[config.mk]
export PLATFORM = sky130hd
export DESIGN_NAME = uart_tx_arbiter
export DESIGN_NICKNAME = d
export VERILOG_FILES = /design/src/rtl/uart_tx_arbiter_pkg.sv /design/src/rtl/uart_rr_picker.sv /design/src/rtl/uart_tx_arbiter.sv
export SDC_FILE = /design/constraint.sdc
export NUM_CORES = 1
export LEC_CHECK = 0
export CORE_ASPECT_RATIO = 0.9
export CORE_MARGIN = 2
export CORE_UTILIZATION = 30
export DETAILED_ROUTE_END_ITERATION = 12
export GPL_ROUTABILITY_DRIVEN = 0
export GPL_TIMING_DRIVEN = 0
export HOLD_SLACK_MARGIN = 0.1
export MAX_ROUTING_LAYER = met4
export PLACE_DENSITY_LB_ADDON = 0.15
export SYNTH_ARGS = -nofsm -noshare
export SYNTH_HDL_FRONTEND = slang
export SYNTH_SLANG_ARGS = --single-unit
[constraint.sdc]
create_clock -name i_u_clk -period 2.05 [get_ports i_u_clk]
set_input_delay 0.41 -clock i_u_clk [delete_from_list [all_inputs] [get_ports i_u_clk]]
set_output_delay 0.41 -clock i_u_clk [all_outputs]
set_load 0.01 [all_outputs]
[src/rtl/uart_tx_arbiter_pkg.sv]
// Shared types and constants for the UART TX round-robin arbiter.
// Defining UART_ARB_HDR_EN adds a per-grant header byte (HDR state).
`ifndef UART_DATA_WIDTH
`define UART_DATA_WIDTH 8
`endif

package uart_tx_arbiter_pkg;

  typedef enum logic [1:0] {
    UART_ARB_IDLE  = 2'd0,
    UART_ARB_GRANT = 2'd1
`ifdef UART_ARB_HDR_EN
    ,
    UART_ARB_HDR   = 2'd2
`endif
  } uart_arb_state_e;

`ifdef UART_ARB_HDR_EN
  // Header marker: MSB set, requester id is OR-ed into the low bits.
  localparam logic [`UART_DATA_WIDTH-1:0] UART_ARB_HDR_MARK =
    {1'b1, {(`UART_DATA_WIDTH-1){1'b0}}};
`endif

  function automatic int arb_wrap_inc(input int id, input int n);
    return (id + 1 >= n) ? 0 : id + 1;
  endfunction

endpackage

[src/rtl/uart_rr_picker.sv]
// Combinational round-robin picker: first set request bit at or above the
// pointer, wrapping modulo P_REQ_NUM.
module uart_rr_picker #(
  parameter int P_REQ_NUM = 4,
  parameter int P_IDX_W   = $clog2(P_REQ_NUM)
) (
  input  logic [P_REQ_NUM-1:0] i_req,
  input  logic [P_IDX_W-1:0]   i_ptr,
  output logic [P_IDX_W-1:0]   o_idx,
  output logic                 o_any
);

  logic [P_IDX_W-1:0] cand;

  always_comb begin
    o_idx = '0;
    o_any = 1'b0;
    cand  = '0;
    for (int i = 0; i < P_REQ_NUM; i++) begin
      cand = P_IDX_W'((int'(i_ptr) + i) % P_REQ_NUM);
      if (!o_any && i_req[cand]) begin
        o_idx = cand;
        o_any = 1'b1;
      end
    end
  end

endmodule

[src/rtl/uart_tx_arbiter.sv]
// Packet-granular round-robin arbiter sharing one UART transmitter between
// P_REQ_NUM byte producers. Optional header byte per grant: UART_ARB_HDR_EN.
module uart_tx_arbiter
  import uart_tx_arbiter_pkg::*;
#(
  parameter int P_REQ_NUM         = 4,
  parameter int P_UART_DATA_WIDTH = `UART_DATA_WIDTH,
  parameter int P_MAX_BURST       = 16
) (
  input  logic                                   i_u_clk,
  input  logic                                   i_u_rst,
  input  logic [P_REQ_NUM-1:0]                   i_req_valid,
  input  logic [P_REQ_NUM*P_UART_DATA_WIDTH-1:0] i_req_data,
  input  logic [P_REQ_NUM-1:0]                   i_req_last,
  output logic [P_REQ_NUM-1:0]                   o_req_ready,
  output logic [P_UART_DATA_WIDTH-1:0]           o_uart_tx_data,
  output logic                                   o_uart_tx_valid,
  input  logic                                   i_uart_tx_ready,
  output logic [$clog2(P_REQ_NUM)-1:0]           o_grant_id,
  output logic                                   o_busy
);

  localparam int IW = $clog2(P_REQ_NUM);
  localparam int CW = $clog2(P_MAX_BURST + 1);
  localparam int W  = P_UART_DATA_WIDTH;

  uart_arb_state_e state_q, state_d;
  logic [IW-1:0]   rr_ptr_q, rr_ptr_d;
  logic [IW-1:0]   grant_id_q, grant_id_d;
  logic [CW-1:0]   count_q, count_d;
  logic            busy_q, busy_d;

  logic [IW-1:0]   pick_idx;
  logic            pick_any;
  logic            accept;
  logic            release_now;
  logic [W-1:0]    lanes [P_REQ_NUM];

  uart_rr_picker #(
    .P_REQ_NUM (P_REQ_NUM),
    .P_IDX_W   (IW)
  ) u_picker (
    .i_req (i_req_valid),
    .i_ptr (rr_ptr_q),
    .o_idx (pick_idx),
    .o_any (pick_any)
  );

  always_comb begin
    for (int k = 0; k < P_REQ_NUM; k++) begin
      lanes[k] = i_req_data[k*W +: W];
    end
  end

`ifdef UART_ARB_HDR_EN
  logic [W-1:0] hdr_byte;

  always_comb begin
    hdr_byte         = W'(UART_ARB_HDR_MARK);
    hdr_byte[IW-1:0] = grant_id_q;
  end
`endif

  // Pass-through datapath: only the granted lane reaches the transmitter.
  always_comb begin
    o_uart_tx_valid = 1'b0;
    o_uart_tx_data  = '0;
    o_req_ready     = '0;
    case (state_q)
      UART_ARB_GRANT: begin
        o_uart_tx_valid         = i_req_valid[grant_id_q];
        o_uart_tx_data          = lanes[grant_id_q];
        o_req_ready[grant_id_q] = i_uart_tx_ready;
      end
`ifdef UART_ARB_HDR_EN
      UART_ARB_HDR: begin
        o_uart_tx_valid = 1'b1;
        o_uart_tx_data  = hdr_byte;
      end
`endif
      default: ;
    endcase
  end

  always_comb begin
    accept      = (state_q == UART_ARB_GRANT) && i_req_valid[grant_id_q] && i_uart_tx_ready;
    release_now = accept && (i_req_last[grant_id_q] || (count_q == CW'(P_MAX_BURST - 1)));
  end

  always_comb begin
    state_d    = state_q;
    rr_ptr_d   = rr_ptr_q;
    grant_id_d = grant_id_q;
    count_d    = count_q;
    busy_d     = busy_q;
    case (state_q)
      UART_ARB_IDLE: begin
        if (pick_any) begin
          grant_id_d = pick_idx;
          busy_d     = 1'b1;
          count_d    = '0;
`ifdef UART_ARB_HDR_EN
          state_d    = UART_ARB_HDR;
`else
          state_d    = UART_ARB_GRANT;
`endif
        end
      end
`ifdef UART_ARB_HDR_EN
      UART_ARB_HDR: begin
        if (i_uart_tx_ready) begin
          state_d = UART_ARB_GRANT;
        end
      end
`endif
      UART_ARB_GRANT: begin
        // A stalled requester keeps the grant; there is deliberately no timeout.
        if (release_now) begin
          rr_ptr_d = IW'(arb_wrap_inc(int'(grant_id_q), P_REQ_NUM));
          count_d  = '0;
          busy_d   = 1'b0;
          state_d  = UART_ARB_IDLE;
        end else if (accept) begin
          count_d = count_q + CW'(1);
        end
      end
      default: state_d = UART_ARB_IDLE;
    endcase
  end

  always_ff @(posedge i_u_clk) begin
    if (i_u_rst) begin
      state_q    <= UART_ARB_IDLE;
      rr_ptr_q   <= '0;
      grant_id_q <= '0;
      count_q    <= '0;
      busy_q     <= 1'b0;
    end else begin
      state_q    <= state_d;
      rr_ptr_q   <= rr_ptr_d;
      grant_id_q <= grant_id_d;
      count_q    <= count_d;
      busy_q     <= busy_d;
    end
  end

  assign o_grant_id = grant_id_q;
  assign o_busy     = busy_q;

endmodule

==> impl_metrics.py <==
metrics = {
    "status": {
        "run_status": "finished clean",
    },
    "clock_tree": {
        "path_clk_slew_ns": 0.05,
        "cts_tree": "built",
        "cts_made_buffers": 3,
        "cts-root-buf": "clkbuf_8",
        "clk_latency_ns": 0.24,
        "htree_levels": 1,
        "holdBufCountCts": 0,
        "cts_buffer_depth": 2,
        "cts_num_sinks": 10,
    },
    "grt": {
        "grt_use_total": 0.1838,
        "grt_pass1_wl_um": 5299,
        "grt_overflow": 0,
        "grt_pass1_vias": 1065,
        "grt_max_degree": 11,
        "grt_antenna_before_repair": 0,
    },
    "critical_path": {
        "path_delay_family": "multiplexers",
        "worst_path_max_delay_cell": "mux4_2",
        "rr_startpoint": "count_q[0]$_SDFFE_PP0P_",
        "crit_buf_inv": 3,
        "cp-start-kind": "flop",
        "crit_type": "reg -> out",
        "crit_path_end_kind": "primary output",
        "worst_ep_arrival_time_ns": 1.61,
        "worst-path-max-fanout": 4,
        "startpoint": "o_grant_id[0]$_SDFFE_PP0P_",
        "cp.required_ns": 1.64,
        "path_cells": "buf_6 -> clkbuf_16 -> mux4_2 -> and2_1 -> clkbuf_2",
        "slowest_delay_ns": 0.48,
    },
    "yosys": {
        "ys.warnings.count": 0,
        "synth_edf_count": 0,
        "synth.avg_cell_area_um2": 9.384,
        "syn-cell-area_um2": 994.7,
        "synth-seq-area-share": 0.2013,
        "synthCells": 106,
        "synthArstFlopShare": 0,
        "synthDistinctLibCells": 35,
        "ys_seq_elements": 10,
        "syn-num-nets": 155,
        "synthFlopType": "dfxtp_1",
    },
    "run": {
        "cap_violations": 0,
    },
    "detailed_routing": {
        "vias": 1105,
        "drt_iter0_drc": 48,
        "antenna_left": 0,
        "dr.pass1.iters": 4,
        "viasPerCell": 5.116,
        "wl_per_cell_um": 15.13,
        "drc": 0,
        "totalWireLength_um": 3267,
    },
    "timing": {
        "fmax_ghz": 0.4952,
        "rsz0062_at_grt": "true",
        "worst_pin_slew_ns": 0.4195,
        "slew_violations": 0,
        "post-route-period-util": 0.9850,
        "setup_viol": 0,
        "fin_skew_ns": 0.007033,
        "min_period_ns": 2.019,
        "worst_slack_ns": 0.03065,
        "hold_violations": 0,
        "slew-limit-headroom": 0.7203,
    },
    "layout": {
        "drive_gt1_frac": 0.2701,
        "diodes": 0,
        "fin_nets": 224,
        "area_delta_synth_final_pct": 78.99,
        "final_cells": 216,
    },
    "floorplanning": {
        "start_util": 0.3194,
        "pin_count": 59,
        "fp.dieH_um": 58.63,
        "core_mm2": 0.003114,
        "dieArea_mm2": 0.003793,
        "num_rows": 19,
        "dieWidth_um": 64.70,
    },
    "placed_design": {
        "dpl_worst_slack_ns": -0.5203,
        "hpwl_um": 2505,
        "port_buffers": 58,
        "dp.cells": 206,
    },
    "worst_hold_path": {
        "min_path_type": "reg -> reg",
        "min-delay-start": "count_q[0]$_SDFFE_PP0P_",
    },
    "power_and_ir_drop": {
        "ir_worst_vdd_mv": 0.4156,
        "p_total_mw": 0.7677,
        "powerDensity_mw_per_mm2": 431.2,
        "p_leak_nw": 0.7269,
    },
}
[registers in the layout, indices dropped and copies added (netlist names)]
signal and count:
o_grant_id 2, count_q 5, o_busy 1, rr_ptr_q 2
[path summary, 6_finish.rpt]
check / depth (start not counted) / slack, ns / end
hold / removal: 2 / 0.47 / count_q[0]$_SDFFE_PP0P_
setup / recovery: 5 / 0.03 / o_uart_tx_data[6]
hold reg to reg: 2 / 0.47 / count_q[0]$_SDFFE_PP0P_
setup reg to reg: 7 / 0.13 / count_q[4]$_SDFFE_PP0P_
[where the power goes]
part	leakage [nW]	switching, mW	internal [mW]
Combinational	0.615	0.123	0.188
Sequential	0.0828	0.00668	0.201
Clock	0.0288	0.0802	0.169
Total	0.727	0.210	0.558
[layer usage]
metal	GRT usage	wire length, um	up-vias
met5	-	0	-
met4	0.03040	34	0
met3	0.04971	196	4
met2	0.2887	1475	40
met1	0.2437	1560	527
li1	-	-	534
[repair_timing]
action                                  4_1_cts  5_1_grt
pin swaps                                     0        5
cloned                                        0        1
resized for setup                            55       11
setup buffers                                 5        0
endpoints found under the setup margin       13       11
[cells by family (layout without fill, tap and decap cells)]
kind of cell               count (synthesis)  count (layout)  share of synthesized area
DFF                                       10              10                     0.2013
muxes                                     11              11                     0.2264
and+or+nand+nor                           36              36                     0.2101
buffers and inverters                     16              84                    0.06919
adders and majority gates                  6               6                    0.07547
AOI/OAI and AO/OA                         27              27                     0.2176
[through the flow]
step / utilization / TNS, ns / hold slack, ns / cell area (um^2)
after global placement: 0.5227 / -4.188 / 0.4648 / 1628
final: 0.5717 / 0 / 0.4742 / 1780
after CTS: 0.5508 / -0.06171 / 0.4847 / 1715
after global routing: 0.5717 / -0.02894 / 0.5074 / 1780
after floorplan: - / 0 / 0.4536 / 994.7
after detailed placement: 0.5227 / -4.688 / 0.4771 / 1628
[layout make-up]
| type | count | area [um^2] |
|---|---|---|
| Buffer | 6 | 58.81 |
| Fill cell | 284 | 1334 |
| Inverter | 10 | 37.54 |
| Tap cell | 42 | 52.55 |
| Multi-Input combinational cell | 80 | 757.0 |
| Sequential cell | 10 | 206.4 |
| Clock buffer | 4 | 55.05 |
| Timing Repair Buffer | 64 | 613.1 |
[cells in the final DEF, fill, tap and decap left out, types with 2 or more instances in the layout]
cell	instances
clkdlybuf4s50_1	41
inv_1	10
mux4_2	9
and2_1	9
a21oi_1	9
dlygate4sd2_1	8
nand2_1	7
dfxtp_1	7
and3_1	6
ha_1	6
buf_2	6
buf_6	4
clkbuf_8	4
buf_4	4
o2111ai_1	3
o21ai_0	3
clkbuf_2	2
buf_12	2
and2_4	2
or4_1	2
mux2_2	2
nand3b_1	2
a211o_1	2
nor2_1	2
dfxtp_2	2
[worst min-delay path: stages, from the launching register on]
cell and delay, ns:
dfxtp_2 0.33, nand2_1 0.05, a21oi_1 0.05
[cell usage after synthesis (2+ instances only)]
| master | n | area [um^2] |
|---|---|---|
| ha_1 | 6 | 75.07 |
| a211o_1 | 2 | 17.52 |
| dfxtp_1 | 10 | 200.2 |
| o2111ai_1 | 3 | 26.28 |
| a21oi_1 | 9 | 45.04 |
| o21ai_0 | 3 | 15.01 |
| and3_1 | 6 | 37.54 |
| nand2_1 | 7 | 26.28 |
| mux2_2 | 2 | 22.52 |
| nor2_1 | 2 | 7.510 |
| clkbuf_1 | 2 | 7.510 |
| or4_1 | 2 | 15.01 |
| nand3b_1 | 2 | 15.01 |
| inv_1 | 10 | 37.54 |
| buf_1 | 2 | 7.510 |
| mux4_2 | 9 | 202.7 |
| and2_1 | 11 | 68.82 |
Power figures use the tool's default switching activity.
